--- src/rtl/count_capture_fifo_if.sv ---
// Capture-FIFO bundle: counter sample inputs, read handshake and status.
// With COUNT_CAPTURE_TIMESTAMP_EN defined the bundle also carries rd_ts.
interface count_capture_fifo_if #(
  parameter int unsigned DATA_W = 4,
  parameter int unsigned DEPTH  = 8
);
  localparam int unsigned LVL_W = $clog2(DEPTH) + 1;

  logic [DATA_W-1:0] cnt_in;
  logic              dir_in;
  logic              cap;
  logic              rd_valid;
  logic              rd_ready;
  logic [DATA_W-1:0] rd_data;
  logic              rd_wrap;
  logic [LVL_W-1:0]  level;
  logic              full;
  logic              empty;
  logic              overflow;
  logic              clr_ovf;
`ifdef COUNT_CAPTURE_TIMESTAMP_EN
  logic [7:0]        rd_ts;

  modport master (
    output cnt_in, dir_in, cap, rd_ready, clr_ovf,
    input  rd_valid, rd_data, rd_wrap, rd_ts, level, full, empty, overflow
  );
  modport slave (
    input  cnt_in, dir_in, cap, rd_ready, clr_ovf,
    output rd_valid, rd_data, rd_wrap, rd_ts, level, full, empty, overflow
  );
`else
  modport master (
    output cnt_in, dir_in, cap, rd_ready, clr_ovf,
    input  rd_valid, rd_data, rd_wrap, level, full, empty, overflow
  );
  modport slave (
    input  cnt_in, dir_in, cap, rd_ready, clr_ovf,
    output rd_valid, rd_data, rd_wrap, level, full, empty, overflow
  );
`endif
endinterface

--- src/rtl/count_capture_fifo.sv ---
// Samples the upstream counter on cap, tags wraps since the last sample, buffers in a show-ahead FIFO.
// Optional COUNT_CAPTURE_TIMESTAMP_EN adds an 8-bit free-running timestamp per entry (rd_ts).
module count_capture_fifo #(
  parameter int unsigned DATA_W = 4,
  parameter int unsigned DEPTH  = 8
) (
  input logic                 CLK,
  input logic                 reset_n,
  count_capture_fifo_if.slave bus
);
  localparam int unsigned PTR_W = $clog2(DEPTH);
  localparam int unsigned LVL_W = PTR_W + 1;
`ifdef COUNT_CAPTURE_TIMESTAMP_EN
  localparam int unsigned ENTRY_W = DATA_W + 1 + 8;
`else
  localparam int unsigned ENTRY_W = DATA_W + 1;
`endif
  localparam logic [LVL_W-1:0]  FULL_LVL = LVL_W'(DEPTH);
  localparam logic [LVL_W-1:0]  ONE_LVL  = LVL_W'(1);
  localparam logic [DATA_W-1:0] ALL_ONES = '1;

  logic [DATA_W-1:0]  prev_cnt_q;
  logic               prev_valid_q;
  logic               wrap_pend_q, wrap_pend_d;
  logic               ovf_q, ovf_d;
  logic [LVL_W-1:0]   level_q, level_d;
  logic [PTR_W-1:0]   wr_ptr_q, wr_ptr_d;
  logic [PTR_W-1:0]   rd_ptr_q, rd_ptr_d;
  logic [ENTRY_W-1:0] head_q, head_d;
  logic [ENTRY_W-1:0] mem_q [DEPTH];
`ifdef COUNT_CAPTURE_TIMESTAMP_EN
  logic [7:0]         ts_q, ts_d;
`endif

  logic               wrap_evt;
  logic               full, empty, valid;
  logic               push, pop, drop;
  logic [ENTRY_W-1:0] push_entry;

  always_comb begin
    wrap_evt = prev_valid_q &&
               (( bus.dir_in && prev_cnt_q == ALL_ONES && bus.cnt_in == '0) ||
                (!bus.dir_in && prev_cnt_q == '0       && bus.cnt_in == ALL_ONES));
    full  = (level_q == FULL_LVL);
    empty = (level_q == '0);
    valid = !empty;
    pop   = valid && bus.rd_ready;
    push  = bus.cap && (!full || pop);
    drop  = bus.cap && full && !pop;
`ifdef COUNT_CAPTURE_TIMESTAMP_EN
    push_entry = {bus.cnt_in, wrap_pend_q | wrap_evt, ts_q};
    ts_d       = ts_q + 8'd1;
`else
    push_entry = {bus.cnt_in, wrap_pend_q | wrap_evt};
`endif
  end

  always_comb begin
    level_d     = level_q;
    wr_ptr_d    = wr_ptr_q;
    rd_ptr_d    = rd_ptr_q;
    head_d      = head_q;
    wrap_pend_d = wrap_pend_q | wrap_evt;
    ovf_d       = ovf_q;

    unique case ({push, pop})
      2'b10:   level_d = level_q + ONE_LVL;
      2'b01:   level_d = level_q - ONE_LVL;
      default: level_d = level_q;
    endcase
    if (push) begin
      wr_ptr_d    = wr_ptr_q + PTR_W'(1);
      wrap_pend_d = 1'b0;
    end
    if (pop) rd_ptr_d = rd_ptr_q + PTR_W'(1);

    // Head register tracks the next head; bypass the incoming entry when it becomes the head this cycle.
    if ((pop || empty) && level_d != '0) begin
      if (empty || (pop && level_q == ONE_LVL)) head_d = push_entry;
      else                                      head_d = mem_q[rd_ptr_d];
    end

    if (drop)             ovf_d = 1'b1;
    else if (bus.clr_ovf) ovf_d = 1'b0;
  end

  always_ff @(posedge CLK or negedge reset_n) begin
    if (!reset_n) begin
      prev_cnt_q   <= '0;
      prev_valid_q <= 1'b0;
      wrap_pend_q  <= 1'b0;
      ovf_q        <= 1'b0;
      level_q      <= '0;
      wr_ptr_q     <= '0;
      rd_ptr_q     <= '0;
      head_q       <= '0;
`ifdef COUNT_CAPTURE_TIMESTAMP_EN
      ts_q         <= '0;
`endif
    end else begin
      prev_cnt_q   <= bus.cnt_in;
      prev_valid_q <= 1'b1;
      wrap_pend_q  <= wrap_pend_d;
      ovf_q        <= ovf_d;
      level_q      <= level_d;
      wr_ptr_q     <= wr_ptr_d;
      rd_ptr_q     <= rd_ptr_d;
      head_q       <= head_d;
`ifdef COUNT_CAPTURE_TIMESTAMP_EN
      ts_q         <= ts_d;
`endif
    end
  end

  always_ff @(posedge CLK) begin
    if (push) mem_q[wr_ptr_q] <= push_entry;
  end

  always_comb begin
    bus.rd_valid = valid;
    bus.rd_data  = head_q[ENTRY_W-1 -: DATA_W];
    bus.rd_wrap  = head_q[ENTRY_W-1-DATA_W];
    bus.level    = level_q;
    bus.full     = full;
    bus.empty    = empty;
    bus.overflow = ovf_q;
`ifdef COUNT_CAPTURE_TIMESTAMP_EN
    bus.rd_ts    = head_q[7:0];
`endif
  end
endmodule

--- src/flat_wrapper.sv ---
// flat-port wrapper written by rule: the top's interface ports become plain ports
module count_capture_fifo_flat 
#(
  parameter int unsigned DATA_W = 4,
  parameter int unsigned DEPTH  = 8
)
  (CLK, reset_n, bus_cnt_in, bus_dir_in, bus_cap, bus_rd_ready, bus_clr_ovf, bus_rd_valid, bus_rd_data, bus_rd_wrap, bus_level, bus_full, bus_empty, bus_overflow);
  count_capture_fifo_if #(.DATA_W(DATA_W), .DEPTH(DEPTH)) bus_i ();
  input logic CLK;
  input logic reset_n;
  input wire logic [$bits(bus_i.cnt_in)-1:0] bus_cnt_in;
  input wire logic [$bits(bus_i.dir_in)-1:0] bus_dir_in;
  input wire logic [$bits(bus_i.cap)-1:0] bus_cap;
  input wire logic [$bits(bus_i.rd_ready)-1:0] bus_rd_ready;
  input wire logic [$bits(bus_i.clr_ovf)-1:0] bus_clr_ovf;
  output wire logic [$bits(bus_i.rd_valid)-1:0] bus_rd_valid;
  output wire logic [$bits(bus_i.rd_data)-1:0] bus_rd_data;
  output wire logic [$bits(bus_i.rd_wrap)-1:0] bus_rd_wrap;
  output wire logic [$bits(bus_i.level)-1:0] bus_level;
  output wire logic [$bits(bus_i.full)-1:0] bus_full;
  output wire logic [$bits(bus_i.empty)-1:0] bus_empty;
  output wire logic [$bits(bus_i.overflow)-1:0] bus_overflow;
  assign bus_i.cnt_in = bus_cnt_in;
  assign bus_i.dir_in = bus_dir_in;
  assign bus_i.cap = bus_cap;
  assign bus_i.rd_ready = bus_rd_ready;
  assign bus_i.clr_ovf = bus_clr_ovf;
  assign bus_rd_valid = bus_i.rd_valid;
  assign bus_rd_data = bus_i.rd_data;
  assign bus_rd_wrap = bus_i.rd_wrap;
  assign bus_level = bus_i.level;
  assign bus_full = bus_i.full;
  assign bus_empty = bus_i.empty;
  assign bus_overflow = bus_i.overflow;
  count_capture_fifo #(.DATA_W(DATA_W), .DEPTH(DEPTH)) u_core (.CLK(CLK), .reset_n(reset_n), .bus(bus_i));
endmodule
--- config.mk ---
export PLATFORM = sky130hd
export DESIGN_NAME = count_capture_fifo_flat
export DESIGN_NICKNAME = d
export VERILOG_FILES = /design/src/rtl/count_capture_fifo_if.sv /design/src/rtl/count_capture_fifo.sv /design/src/flat_wrapper.sv
export SDC_FILE = /design/constraint.sdc
export NUM_CORES = 1
export LEC_CHECK = 0
export BUFFER_PORTS_ARGS = -buffer_cell sky130_fd_sc_hd__buf_2
export CORE_ASPECT_RATIO = 0.5
export CORE_MARGIN = 2
export CORE_UTILIZATION = 60
export CTS_CLUSTER_DIAMETER = 60
export DETAILED_ROUTE_END_ITERATION = 16
export PLACE_DENSITY = 0.78
export SLEW_MARGIN = 20
export SYNTH_ARGS = -nofsm -noshare
export SYNTH_HDL_FRONTEND = slang
export SYNTH_SLANG_ARGS = --single-unit
--- constraint.sdc ---
create_clock -name CLK -period 3.8 [get_ports CLK]
set_input_delay 0.76 -clock CLK [delete_from_list [all_inputs] [get_ports CLK]]
set_output_delay 0.76 -clock CLK [all_outputs]
set_load 0.02 [all_outputs]
# Word-level counts from Yosys, hierarchy flattened
# Memory sizes are Yosys's and may differ from the RTL's.
# Cells that the tools add are included.
# totals
register_bits	22
output_inout_bits	13
n_memories	1
ram_bits	40
in_bits	10
# op_classes
reduce_logical	24
bitwise_logic	1
muxes	8
eq_ne	6
addsub	4
# memory_table
name	depth	width	read_ports	rd_clocked_by_memory_dff	wr	line	source
u_core.mem_q	8	5	1	0	1	count_capture_fifo.sv:30	logic [ENTRY_W-1:0] mem_q [DEPTH];
# op_table
operator	count
$eq 4x4->1 const B	3
$logic_not 4->1	3
$logic_and 1x1->1	11
$pmux 4 s2	1
$add 3x1->3 const B	2
$mux 1	5
$mux 5	1
$add 4x1->4 const B	1
$eq 4x1->1 const B	1
$logic_not 1->1	4
$logic_or 1x1->1	4
$reduce_bool 4->1	1
$sub 4x1->4 const B	1
$mux 3	1
$eq 2x1->1 const B	1
$eq 2x2->1 const B	1
$reduce_bool 2->1	1
$or 1x1->1	1

# Logic depth before layout (Yosys ltp)
# depth
depth_word	9
ltp_mapped	10
depth_no_buf	9

# Worst setup path before layout
# No wires, ideal clock.
# synth_path
path_type	reg-to-reg
from	register u_core.level_q[0] (netlist: u_core.bus.level[0])
to	register u_core.head_q[4]
setup_time_ps	125
arrival_time_ps	2487
synth_period_minus_slack_ps	2612
n_path_buf	2
slack_ps	1188
path_stages_with_launch	10
cell_sequence	dfrtp_1 > inv_1 > ha_1 > or3b_1 > buf_6 > a311o_1 > buf_6 > a2111oi_2 > a311oi_1 > mux2_2
# synth_rtl
element	line	source
start: declaration	count_capture_fifo.sv:26	logic [LVL_W-1:0] level_q, level_d;
start signal: assignment	count_capture_fifo.sv:105	level_q <= level_d;
$logic_not 4->1	count_capture_fifo.sv:45	empty = (level_q == '0);
$logic_not 1->1	count_capture_fifo.sv:46	valid = !empty;
via bus_rd_valid	flat_wrapper.sv:16	output wire logic [$bits(bus_i.rd_valid)-1:0] bus_rd_valid;
$logic_and 1x1->1	count_capture_fifo.sv:47	pop = valid && bus.rd_ready;
$mux 3	count_capture_fifo.sv:75	if (pop) rd_ptr_d = rd_ptr_q + PTR_W'(1);
via u_core.rd_ptr_d[2]	count_capture_fifo.sv:28	logic [PTR_W-1:0] rd_ptr_q, rd_ptr_d;
$mem_v2 8x5	-	
$mux 5	count_capture_fifo.sv:79	if (empty || (pop && level_q == ONE_LVL)) head_d = push_entry;
end signal: assignment	count_capture_fifo.sv:96	head_q <= '0;
end signal: assignment	count_capture_fifo.sv:108	head_q <= head_d;
end: declaration	count_capture_fifo.sv:29	logic [ENTRY_W-1:0] head_q, head_d;
# The timed path passes the listed nets, and every way through them passes these cells.
# A chain may end at the register's enable or synchronous reset.

# Worst setup path after layout
# layout_path
from	register u_core.level_q[0] (netlist: u_core.bus.level[0])
to	output port bus_empty
# layout_via
elab_chain_cells	1
# layout_lines
element	line	source
$logic_not 4->1	count_capture_fifo.sv:45	
end: declaration	flat_wrapper.sv:21	output wire logic [$bits(bus_i.empty)-1:0] bus_empty;
# No other way between the ends.

==> results.cfg <==
[drt]
drt_iter0_drc = 260
firstDrtPassIters = 5
vias = 2235
highest_layer = met4
wire_per_inst_um = 20.5
wl_met1_mm = 3.17
final_antenna_net_count = 0
drc = 0
viasPerCell = 6.52
wl_met3_um = 547
routed_wl_mm = 7.03
wl_met2_mm = 3.13

[clock_tree]
cts_root_buffer = clkbuf_8
cts-resized-gates = 0
cts-hold-fix-buffers = 0
htreeDepth = 3
ctsLongestPathBuffers = 2
cts_buffers = 9
cts.clk_slew.worst_paths_ns = 0.07
cts.sinks = 62
cts_tree = yes
worstSkewPairLatency_ns = 0.33
postCtsSetupRepairBufs = 0

[pwr]
p_leak_nw = 1.32
p_int_mw = 1.82
worst_ir_drop_vdd_uv = 344
clock_power_share_pct = 21.5
swShare_pct = 38.6
p_per_area_nw_per_um2 = 844
seq_power_share_pct = 36.1
comb_power_share_pct = 42.4
p_switching_mw = 1.14

[synth]
netlist.area_leader.share_pct = 38.1
synth-seq-cells = 62
synth_edf_count = 40
synth_cell_types = 55
syn-num-nets = 263
synth_common_cells = 40 x edfxtp_1, 22 x dfrtp_1, 20 x nand2_1, 16 x nor2_1, 12 x mux2i_1
yosys.area.top_type = edfxtp_1
synth.most_common_cell = edfxtp_1
synthCells = 248
synth_warnings = 0
synth.avg_cell_area_um2 = 12.7
ys_seq_area_share_pct = 55.5
synth_area_leaders = edfxtp_1 38%, dfrtp_1 17%, mux4_2 7.1%
dominantRegCellSynth = edfxtp_1
syn_area_um2 = 3150
synth-async-reset-ratio_pct = 35.5

[floorplanning]
initial_core_util_pct = 63.1
dieArea_um2 = 5890
placementRows = 18
core_um2 = 5000
fp.dieW_um = 107
io_pins = 23
die_h_um = 55.3

[final_layout]
multiInputGateArea_um2 = 1290
diodes = 0
area_growth_pct = 11.2
filler_cell_count = 371
fin_nets = 283
register_area_um2 = 1750
fin_cells = 343
drive_above_1_share_pct = 23.1

[setup_path]
worstSetupPathType = reg2out
required_ns = 3.04
crit_fanout = 11
r2r-end = u_core.head_q[4]
r2r_start = u_core.bus.level[0]
end_kind = output pin
r2r_slack_ns = 0.92
reg2regPathDepth = 8
cp.arrival_ns = 2.19
worstSetupStartpointType = register

[sta]
whs_ns = 0.387
drv_slew = 0
setup_tns_ns = 0
setup_violations = 0
skew_ns = 0.00669
min_period_ns = 2.95
slew_headroom_pct = 44.2
finalCritPeriodShare_pct = 77.5
max_freq_ghz = 0.339
finalHoldViolations = 0
tightest_slew_ns = 0.837
rsz0062_at_grt = no

[global_routing]
antenna_found_initial = 0
grt_max_degree = 26
overflow = 0
first_global_vias = 2175
grt_use_total_pct = 25.9
grt_first_pass_wirelength_mm = 11.3

[run_status]
status = finished clean

[placed_design]
portBuffers = 22
dp.cells = 327
place_congestion = 0.877
dp_hpwl_mm = 4.93

[job]
max_cap_violations = 0

[worst_hold_path]
hold_class = in2async
power groups by stage:
| stage | registers [mW] | clock network, mW | logic [mW] |
|---|---|---|---|
| after floorplan | 1.04 | 0 | 0.968 |
| after global placement | 1.06 | 0 | 1.19 |
| after detailed placement | 1.08 | 0 | 1.23 |
| after CTS | 1.07 | 0.644 | 1.24 |
| after global routing | 1.10 | 0.678 | 1.36 |
| final | 1.07 | 0.635 | 1.26 |
per-layer routing:
metal	up-vias	track usage, %
met3	18	7.08
met4	0	7.61
met1	1109	38.3
met5	-	0
met2	108	38.0
li1	1000	-
through the flow:
step | total power, mW | setup slack [ns] | cell area (um2) | utilization, %
after global placement | 2.26 | 1.06 | 3290 | 65.7
final | 2.96 | 0.853 | 3510 | 70.2
after floorplan | 2.01 | 1.19 | 3150 | -
after detailed placement | 2.31 | 0.968 | 3290 | 65.7
after CTS | 2.94 | 0.860 | 3510 | 70.2
after global routing | 3.13 | 0.695 | 3510 | 70.2
critical path, stage by stage (launching register included):
cell	delay [ns]
dfrtp_1	0.42
inv_1	0.16
ha_1	0.30
or3b_1	0.56
inv_2	0.21
buf_2	0.20
cells in the final DEF (no fill, tap or decap), types with 9 or more instances in the layout:
master,n
nor2_1,16
buf_2,22
nand2_1,20
mux2_2,10
clkbuf_8,9
mux2i_1,12
dfrtp_1,22
inv_1,10
mux4_2,10
edfxtp_1,40
registers in the layout, indices dropped and copies added, names as in the netlist:
register	count
u_core.mem_q	40
u_core.head_q	5
u_core.bus.level	4
u_core.prev_cnt_q	4
u_core.rd_ptr_q	3
u_core.wr_ptr_q	3
u_core.bus.overflow	1
u_core.prev_valid_q	1
u_core.wrap_pend_q	1
layout make-up:
| type | count | share of cell area, % |
|---|---|---|
| repair buffers | 23 | 3.35 |
| clock buffers | 9 | 3.53 |
| clock inverters | 7 | 2.78 |
| inverters | 11 | 1.18 |
| flip-flops and latches | 62 | 49.9 |
| multi-input cells | 161 | 36.7 |
| well taps | 70 | 2.50 |
kinds of logic after synthesis:
logic type                 count (synthesis)  share of synthesized area, %
xor gates and xnor gates                   4                          1.11
DFF                                       62                          55.5
other                                      1                         0.119
adders and majority gates                  5                          1.98
buffers and inverters                     25                          3.61
AOI/OAI and AO/OA                         44                          10.8
and+or+nand+nor                           75                          12.3
muxes                                     32                          14.5
how the worst max path moves through the flow:
| stage | from | endpoint |
|---|---|---|
| finish | u_core.bus.level[0] | bus_empty |
| global route | u_core.bus.level[0] | u_core.head_q[1] |
| CTS | u_core.bus.level[0] | bus_empty |
| detailed placement | u_core.bus.level[0] | u_core.head_q[4] |
| global placement | u_core.bus.level[0] | u_core.head_q[4] |
| floorplan | u_core.bus.level[0] | u_core.head_q[4] |
Note: power is estimated with default switching activity, not from simulation.
